### src/rtl/sd_rx_pkg.sv
// Shared constants for the sd_rx capture block: FSM state codes, err bit indices and
// default sizing. Optional checksum byte is enabled with macro SD_RX_CHECKSUM_EN.
package sd_rx_pkg;

    localparam logic [2:0] StIdle  = 3'd0;
    localparam logic [2:0] StArmed = 3'd1;
    localparam logic [2:0] StReq   = 3'd2;
    localparam logic [2:0] StRecv  = 3'd3;
    localparam logic [2:0] StDrain = 3'd4;

    localparam int unsigned ErrOvf = 0;
    localparam int unsigned ErrTmo = 1;

    localparam int unsigned DefDepth   = 32;
    localparam int unsigned DefTimeout = 1024;

endpackage

### src/rtl/sd_rx_buf.sv
// Capture storage for sd_rx: synchronous write port, combinational read port.
// Contents are not reset.
module sd_rx_buf
    import sd_rx_pkg::*;
#(
    parameter int unsigned DEPTH = DefDepth,
    localparam int unsigned AW = $clog2(DEPTH)
) (
    input  logic          clk,
    input  logic          we,
    input  logic [AW-1:0] waddr,
    input  logic [7:0]    wdata,
    input  logic [AW-1:0] raddr,
    output logic [7:0]    rdata
);

    logic [7:0] mem [DEPTH];

    always_ff @(posedge clk) begin
        if (we) begin
            mem[waddr] <= wdata;
        end
    end

    assign rdata = mem[raddr];

endmodule

### src/rtl/sd_rx.sv
// Receive side of the trigger/send handshake: arms, requests a buffer, captures strobed
// bytes until cd or timeout, then drains them. Macro SD_RX_CHECKSUM_EN appends an XOR byte.
module sd_rx
    import sd_rx_pkg::*;
#(
    parameter int unsigned DEPTH   = DefDepth,
    parameter int unsigned TIMEOUT = DefTimeout
) (
    input  logic                   clk,
    input  logic                   rst,
    input  logic                   req,
    input  logic                   trd,
    output logic                   sbf,
    input  logic [8:0]             sd,
    input  logic                   cd,
    output logic [7:0]             out_data,
    output logic                   out_valid,
    input  logic                   out_ready,
    output logic [$clog2(DEPTH):0] byte_cnt,
    output logic                   busy,
    output logic [1:0]             err
);

    localparam int unsigned AW = $clog2(DEPTH);
    localparam int unsigned CW = AW + 1;
    localparam int unsigned TW = $clog2(TIMEOUT + 1);
    localparam logic [CW-1:0] Full    = CW'(DEPTH);
    localparam logic [TW-1:0] TmoLast = TW'(TIMEOUT - 1);

    logic [2:0]    state_q, state_d;
    logic [CW-1:0] cnt_q, cnt_d;
    logic [CW-1:0] rd_q, rd_d;
    logic [TW-1:0] tmo_q, tmo_d;
    logic [1:0]    err_q, err_d;
    logic          wr_en, hs, last;
    logic [7:0]    rdata;
`ifdef SD_RX_CHECKSUM_EN
    logic [7:0]    csum_q, csum_d;
`endif

    // Write address doubles as the byte count; a full buffer blocks the write.
    assign wr_en = (state_q == StRecv) && sd[8] && (cnt_q != Full);

    sd_rx_buf #(
        .DEPTH(DEPTH)
    ) u_buf (
        .clk  (clk),
        .we   (wr_en),
        .waddr(cnt_q[AW-1:0]),
        .wdata(sd[7:0]),
        .raddr(rd_q[AW-1:0]),
        .rdata(rdata)
    );

    always_comb begin
        out_valid = 1'b0;
        out_data  = 8'h00;
        last      = 1'b0;
`ifdef SD_RX_CHECKSUM_EN
        // One extra slot at rd == cnt carries the checksum.
        if (state_q == StDrain && rd_q <= cnt_q) begin
            out_valid = 1'b1;
            out_data  = (rd_q == cnt_q) ? csum_q : rdata;
            last      = (rd_q == cnt_q);
        end
`else
        if (state_q == StDrain && rd_q < cnt_q) begin
            out_valid = 1'b1;
            out_data  = rdata;
            last      = (rd_q + 1'b1 == cnt_q);
        end
`endif
    end

    assign hs       = out_valid && out_ready;
    assign sbf      = (state_q == StReq);
    assign busy     = (state_q != StIdle);
    assign byte_cnt = cnt_q;
    assign err      = err_q;

    always_comb begin
        state_d = state_q;
        cnt_d   = cnt_q;
        rd_d    = rd_q;
        tmo_d   = tmo_q;
        err_d   = err_q;
`ifdef SD_RX_CHECKSUM_EN
        csum_d  = csum_q;
`endif
        case (state_q)
            StIdle: begin
                if (req) begin
                    state_d = StArmed;
                    cnt_d   = '0;
                    rd_d    = '0;
`ifdef SD_RX_CHECKSUM_EN
                    csum_d  = 8'h00;
`endif
                end
            end
            StArmed: begin
                if (trd) begin
                    state_d = StReq;
                    tmo_d   = '0;
                    err_d   = '0;
                end
            end
            StReq: state_d = StRecv;
            StRecv: begin
                if (sd[8]) begin
                    if (cnt_q != Full) begin
                        cnt_d  = cnt_q + 1'b1;
`ifdef SD_RX_CHECKSUM_EN
                        csum_d = csum_q ^ sd[7:0];
`endif
                    end else begin
                        err_d[ErrOvf] = 1'b1;
                    end
                end
                if (cd) begin
                    state_d = StDrain;
                end else if (tmo_q == TmoLast) begin
                    err_d[ErrTmo] = 1'b1;
                    state_d       = StDrain;
                end else begin
                    tmo_d = tmo_q + 1'b1;
                end
            end
            StDrain: begin
                if (!out_valid || (hs && last)) begin
                    state_d = StIdle;
                end else if (hs) begin
                    rd_d = rd_q + 1'b1;
                end
            end
            default: state_d = StIdle;
        endcase
    end

    always_ff @(posedge clk) begin
        if (rst) begin
            state_q <= StIdle;
            cnt_q   <= '0;
            rd_q    <= '0;
            tmo_q   <= '0;
            err_q   <= '0;
`ifdef SD_RX_CHECKSUM_EN
            csum_q  <= 8'h00;
`endif
        end else begin
            state_q <= state_d;
            cnt_q   <= cnt_d;
            rd_q    <= rd_d;
            tmo_q   <= tmo_d;
            err_q   <= err_d;
`ifdef SD_RX_CHECKSUM_EN
            csum_q  <= csum_d;
`endif
        end
    end

endmodule
### config.mk
export PLATFORM = sky130hd
export DESIGN_NAME = sd_rx
export DESIGN_NICKNAME = d
export VERILOG_FILES = /design/src/rtl/sd_rx_pkg.sv /design/src/rtl/sd_rx_buf.sv /design/src/rtl/sd_rx.sv
export SDC_FILE = /design/constraint.sdc
export NUM_CORES = 1
export LEC_CHECK = 0
export ABC_CLOCK_PERIOD_IN_PS = 2500
export CAP_MARGIN = 20
export CORE_ASPECT_RATIO = 1.4
export CORE_MARGIN = 1
export CORE_UTILIZATION = 38
export CTS_BUF_LIST = sky130_fd_sc_hd__clkbuf_16
export CTS_CLUSTER_DIAMETER = 200
export DETAILED_ROUTE_END_ITERATION = 10
export GPL_TIMING_DRIVEN = 0
export MAX_ROUTING_LAYER = met4
export SLEW_MARGIN = 20
export SYNTH_ARGS = -nofsm -noshare
export SYNTH_HDL_FRONTEND = slang
export SYNTH_SLANG_ARGS = --single-unit
### constraint.sdc
create_clock -name clk -period 2.5 [get_ports clk]
set_input_delay 0.375 -clock clk [delete_from_list [all_inputs] [get_ports clk]]
set_output_delay 0.375 -clock clk [all_outputs]
set_load 0.005 [all_outputs]
==> summary.md, run 1 <==
| Metric | Value |
|---|---|
| Peak VDD IR | `0.539 mV` |
| Multi-input logic area | `3730 um^2` |
| Int Power | `7.69 mW` |
| Register area | `8370 um^2` |
| Synthesized area | `12000 um^2` |
| Total grt overflow | `0` |
| Synth warn | `0` |
| CP required | `2.12 ns` |
| Max-slew headroom | `0.522` |
| Inst Count DP | `1090` |
| NetSw | `2.02 mW` |
| Startpoint types | `flop` |
| R2R cell count | `10` |
| Violated checks | `DRC, setup timing` |
| Final worst-path cycle share | `1.24` |
| Met2 Use GR | `0.339` |
| Max Freq | `0.324 GHz` |
| TritonCTS clock tree | `done` |
| Drt initial violations | `573` |
| CTS Buffer Depth | `3` |
| First-pass GRT wire length | `42600 um` |
| Fin. max-slew vios | `0` |
| Sequential Power Share | `0.542` |
| Fin area | `14700 um^2` |
| CP Max Fanout | `7` |
| Fin worst setup slack | `-0.588 ns` |
| Clock Sinks | `289` |
| Layout cells sized above 1 | `0.365` |
| RSZ-0062 raised after global routing | `yes` |
| Flop2flop setup slack | `0.14 ns` |
| Avg WL per Cell | `23.8 um` |
| Async set or reset register ratio after synthesis | `0` |
| Critical path type | `flop to output port` |
| Initial antenna violation count | `0` |
| Clk slew on worst S/H paths | `0.06 ns` |
| Critical path capture point | `out_data[1]` |
| Placed wire-length estimate | `17700 um` |
| Core Area | `30900 um^2` |
| Nets | `807` |
| Skew-Pair Late Insertion Delay | `0.55 ns` |
| Seq cells post-synth | `289` |
| IO Pins | `34` |
| Comb power frac | `0.043` |
| RD Place Congestion | `0.861` |
| Hold Buf Count CTS | `0` |
| Clock share of power | `0.415` |
| Placed cell areas | `12800 um^2` |
| Die H | `212 um` |
| Seq/Total Area, Yosys | `0.696` |
| Pwr dens | `662 nW/um^2` |
| Worst-Margin Slew | `0.716 ns` |
| Core Rows | `76` |
| Fillers | `2537` |
| Net Count, Synth | `695` |
| Arrival time worst endpoint | `2.71 ns` |
| Count of input and output buffers | `32` |
| Max Cap Violations | `0` |
| Top FF cell, synth | `edfxtp_1` |
| Area leader, netlist | `edfxtp_1` |
| Post-DRT Antenna Nets | `0` |
| Tot GR Track Use | `0.185` |
| Total wire length | `28300 um` |
| Setup Skew | `0.0141 ns` |
| Synth-to-Final Area Change | `22.3%` |
| Pre-antenna DRT Iters | `7` |
| Sw Ratio | `0.208` |
| Vias | `6429` |
| Count leader, synth | `edfxtp_1` |
| Worst Setup End Kind | `output port` |
| Leakage | `4.68 nW` |
| Post-synthesis cell count | `668` |
| Grt met3 use | `0.0202` |
| Netlist cell types | `53` |
| Status | `complete, but fails checks` |
| Post-synth EDFFs | `256` |
| Htree depth | `1` |
| Most frequent cells after synthesis | `edfxtp_1 (256), nor2_1 (58), mux4_2 (50)` |
| Pin count of the biggest net entering global routing | `33` |
| Top cell type's share of synthesized area | `0.641` |
| Die Wd | `152 um` |
| Reg2reg start | `byte_cnt[4]$_SDFFE_PP0P_` |
| Period minus WS final | `3.09 ns` |
| Final setup violation count | `9` |
| Final std cells w/o fill | `1190` |
| Drt drc | `2` |
| Drt via density | `5.40` |
| Die area | `32300 um^2` |
| Initial Util | `0.388` |
| Vias in the first global route | `6875` |
| Final hold vios | `0` |
| Cts bufs inserted | `27` |
| Top post-synthesis cells by area | `edfxtp_1 (64%), mux4_2 (9.4%), dfxtp_1 (5.5%), mux4_1 (4.8%), nor2_1 (1.8%)` |
| Diode count | `0` |
| Busiest grt layer | `met2` |
| Syn avg cell area | `18.0 um^2` |
| GR Util met1 | `0.213` |
| Worst hold path type | `primary input to flop` |
| CTS root buf | `clkbuf_16` |
## cell families (layout without fill, tap and decap cells)
family / count (synthesis) / in the layout / synth area share
buf+inv: 50 / 181 / 0.0253
simple gates: 148 / 149 / 0.0632
fa+ha+maj: 12 / 12 / 0.0125
xor+xnor: 18 / 18 / 0.0131
flops: 289 / 289 / 0.696
compound gates: 65 / 65 / 0.0360
mux: 86 / 86 / 0.154
## flip-flops by register name, indices dropped and copies added, names as in the netlist, named ones only
register   flops
tmo_q         11
state_q        3
rd_q           6
byte_cnt       6
err            2
u_buf.mem    256
## repair_timing
action / 4_1_cts / 5_1_grt
cloned: 5 / 0
gates resized for setup: 183 / 36
pin swaps: 22 / 24
endpoints found under the setup margin: 276 / 170
buffers inserted: 31 / 17
## worst max-delay path, stage by stage (launching register included)
cell and delay (ns):
dfxtp_4 0.38, buf_12 0.16, buf_12 0.13, buf_4 0.10, mux4_2 0.54, mux4_2 0.49, a21oi_2 0.17, nor2_1 0.07
buf_2 0.13
## final cells by class
class | instances | area share
sequential | 289 | 0.570
multi-input combinational | 330 | 0.254
timing repair buffer | 83 | 0.0557
clock inverter | 22 | 0.0125
clock buffer | 27 | 0.0460
tap | 390 | 0.0332
inverter | 15 | 0.00571
buffer | 34 | 0.0225
## how the worst min path moves through the flow
stage               cells after the start                         to                  start
floorplan                               2      tmo_q[1]$_SDFFE_PP0P_  tmo_q[1]$_SDFFE_PP0P_
global route                            1  u_buf.mem[6][4]$_DFFE_PP_                  sd[4]
finish                                  1  u_buf.mem[6][4]$_DFFE_PP_                  sd[4]
CTS                                     3    state_q[0]$_SDFFE_PP0P_                    rst
global placement                        2        err[1]$_SDFFE_PP0P_    err[1]$_SDFFE_PP0P_
detailed placement                      2        err[0]$_SDFFE_PP0P_    err[0]$_SDFFE_PP0P_
## per-stage QoR
stage | TNS (ns) | total power [mW] | hold slack, ns | worst slack, ns | utilization
6_report | -4.54 | 9.71 | 0.378 | -0.588 | 0.475
5_1_grt | -5.11 | 9.99 | 0.390 | -0.651 | 0.475
4_1_cts | -4.52 | 9.77 | 0.381 | -0.603 | 0.467
3_5_place_dp | -157.08 | 5.76 | 0.462 | -0.671 | 0.414
3_3_place_gp | -146.46 | 5.75 | 0.456 | -0.635 | 0.414
2_1_floorplan | 0 | 5.59 | 0.449 | 0.253 | -
## cell usage in the layout, fill, tap and decap left out, types with 6 or more instances in the layout
cell type,synthesis,final
mux4_2,50,69
nand3_1,16,16
buf_6,8,12
xnor2_1,14,14
o21ai_0,9,9
edfxtp_1,256,256
nor2_1,58,26
a21oi_1,18,10
ha_1,12,8
buf_12,0,13
mux2_2,6,6
nand2_1,16,11
buf_2,10,23
a211oi_2,1,10
clkbuf_16,0,27
clkinv_1,1,7
dfxtp_1,33,23
nor3_1,12,12
mux2i_1,8,8
nor3b_1,6,6
nor2_4,0,29
clkdlybuf4s50_1,0,15
a211oi_1,17,6
dfxtp_2,0,6
nor2b_1,14,13
inv_1,14,14
a21oi_2,0,8
buf_4,4,35
## per-layer routing
layer	wire length, um	share of wire	vias up
li1	-	-	2899
met1	10900	0.39	3327
met2	15600	0.55	166
met3	1160	0.041	37
met4	707	0.025	0
met5	0	0	-
## power by group through the flow
| stage | logic, mW | clock network, mW | registers [mW] |
|---|---|---|---|
| 6_report | 0.419 | 4.03 | 5.26 |
| 3_3_place_gp | 0.373 | 0 | 5.38 |
| 3_5_place_dp | 0.382 | 0 | 5.38 |
| 2_1_floorplan | 0.214 | 0 | 5.37 |
| 4_1_cts | 0.415 | 4.08 | 5.27 |
| 5_1_grt | 0.450 | 4.28 | 5.26 |
Power figures use the tool's default switching activity.
==> run 2: changes to the inputs <==
--- a/config.mk
+++ b/config.mk
@@ -15,6 +15,7 @@
 export DETAILED_ROUTE_END_ITERATION = 10
 export GPL_TIMING_DRIVEN = 0
 export MAX_ROUTING_LAYER = met4
+export PLACE_DENSITY = 0.56
 export SLEW_MARGIN = 20
 export SYNTH_ARGS = -nofsm -noshare
 export SYNTH_HDL_FRONTEND = slang
==> run 2 against run 1 <==
  * Power up 4.1%
  * Core utilization grew 0.56 points
  * Sequential share of layout area shrank 0.67 points
  * Critical endpoint is now out_data[2]
  * The flow still finishes with violations (DRC, setup timing)
  * Largest power group unchanged
  * Hold slack barely moved
  * Fmax down 0.49%
  * Clock-buffer cell count grew 2
  * Highest routed layer unchanged
==> summary.md, run 2 (synthesis gave the netlist of run 1 again) <==
| Metric | Value |
|---|---|
| Status | `complete, but fails checks` |
| Violated checks | `DRC, setup timing` |
| Leakage | `4.76 nW` |
| CP required | `2.12 ns` |
| Critical path type | `flop to output port` |
| Worst Setup End Kind | `output port` |
| CP Max Fanout | `7` |
| Worst hold path type | `primary input to flop` |
| Met1 WL | `11000 um` |
| Arrival time worst endpoint | `2.73 ns` |
| TritonCTS clock tree | `done` |
| First-pass GRT wire length | `43000 um` |
| Routed wl met3 | `1160 um` |
| Pre-antenna DRT Iters | `7` |
| Pwr Total | `10.1 mW` |
| Met2 wire len | `15400 um` |
| Tot GR Track Use | `0.186` |
| Fin. max-slew vios | `0` |
| Avg WL per Cell | `23.9 um` |
| Post-DRT Antenna Nets | `0` |
| Hold path cells | `1` |
| Fin worst setup slack | `-0.603 ns` |
| Placed cell areas | `12800 um^2` |
| Nets | `807` |
| Drt via density | `5.48` |
| Die area | `32300 um^2` |
| Clk slew on worst S/H paths | `0.07 ns` |
| Skew-Pair Late Insertion Delay | `0.55 ns` |
| Peak VDD IR | `0.383 mV` |
| Vias in the first global route | `7041` |
| Max FFs per register | `256` |
| Worst-Margin Slew | `0.677 ns` |
| Layout cells sized above 1 | `0.374` |
| RD Place Congestion | `0.809` |
| Most frequent cells in the layout | `edfxtp_1 (256), mux4_2 (69), nor2_4 (32)` |
| Hold Buf Count CTS | `0` |
| Place WS | `-0.696 ns` |
| Startpoint types | `flop` |
| Placed wire-length estimate | `18300 um` |
| Clock Sinks | `289` |
| Max Freq | `0.322 GHz` |
| CTS root buf | `clkbuf_16` |
| Core Rows | `76` |
| Cts bufs inserted | `28` |
| Top Registers | `u_buf.mem x256, tmo_q x11` |
| Die Wd | `152 um` |
| Total grt overflow | `0` |
| Initial antenna violation count | `1` |
| Count of input and output buffers | `32` |
| R2R cell count | `10` |
| Max-slew headroom | `0.548` |
| Period minus WS final | `3.10 ns` |
| CTS Buffer Depth | `3` |
| Most flop-heavy register | `u_buf.mem` |
| Vias | `6532` |
| Fin area | `14900 um^2` |
| Final setup violation count | `9` |
| Pwr dens | `680 nW/um^2` |
| Initial Util | `0.388` |
| Setup Skew | `0.0127 ns` |
| IO Pins | `34` |
| Htree depth | `1` |
| Final hold vios | `0` |
| RSZ-0062 raised after global routing | `yes` |
| Pin count of the biggest net entering global routing | `33` |
| Drt initial violations | `435` |
| Drt drc | `2` |
| Commonest non-fill, non-tap cell in the layout | `edfxtp_1` |
| DR top layer | `met4` |
| Total wire length | `28500 um` |
| Synth-to-Final Area Change | `23.7%` |
| Die H | `212 um` |
| Max Cap Violations | `0` |
| Core Area | `30900 um^2` |
| Final worst-path cycle share | `1.24` |
## run 2: cell types whose count changed in the layout (fill, tap and decap cells not counted), moves of 3 or more
| cell | change |
|---|---|
| buf_8 | +3 |
| nor2_4 | +3 |
| nor2_2 | -3 |
| buf_4 | -5 |
| buf_6 | +3 |
## run 2: critical path, cell delays in order, from the launching register on
cell and delay, ns:
dfxtp_4 0.37, buf_12 0.15, buf_4 0.14, buf_16 0.12, mux4_2 0.53, mux4_2 0.50
a21oi_2 0.17, nor2_1 0.07, buf_2 0.12
## run 2: routing by layer
layer / up-vias / global-route usage
met5: - / -
met4: 0 / 0.0732
met3: 58 / 0.0281
met2: 148 / 0.337
met1: 3435 / 0.207
li1: 2891 / -
## run 2: path summary, 6_finish.rpt
path / slack [ns] / endpoint / start
worst max-delay path: -0.60 / out_data[2] / flop
worst max register to register: 0.14 / flop / byte_cnt[4]$_SDFFE_PP0P_
worst min register to register: 0.49 / err[0]$_SDFFE_PP0P_ / err[0]$_SDFFE_PP0P_
worst min-delay path: 0.38 / u_buf.mem[7][4]$_DFFE_PP_ / sd[4]
## run 2: where the power goes
part,leakage (nW),switching (mW),internal [mW]
logic,1.71,0.264,0.164
clock network,0.480,1.79,2.62
registers,2.57,0.00645,5.26
## run 2: layout make-up
type / count / area [um^2]
fill: 2542 / 16100
sequential: 289 / 8370
multi-input combinational: 330 / 3790
timing repair buffer: 81 / 808
clock buffer: 29 / 726
tap: 390 / 488
buffer: 35 / 348
clock inverter: 23 / 240
inverter: 15 / 78.8
antenna: 1 / 2.50
## run 2: repair_timing
| action | in CTS | in global routing |
|---|---|---|
| gates resized for setup | 206 | 34 |
| buffers inserted | 45 | 2 |
| gates cloned | 4 | 0 |
| endpoints found under the setup margin | 276 | 102 |
| pin swaps | 25 | 9 |
## run 2: stage by stage
| stage | hold slack [ns] | TNS [ns] | cells | utilization |
|---|---|---|---|---|
| after detailed placement | 0.465 | -148.68 | 1091 | 0.414 |
| final | 0.378 | -4.65 | 1193 | 0.481 |
| after CTS | 0.360 | -5.17 | 1192 | 0.478 |
| after global placement | 0.455 | -127.97 | 1090 | 0.414 |
| after global routing | 0.388 | -5.22 | 1193 | 0.481 |
| after floorplan | 0.449 | 0 | 668 | - |
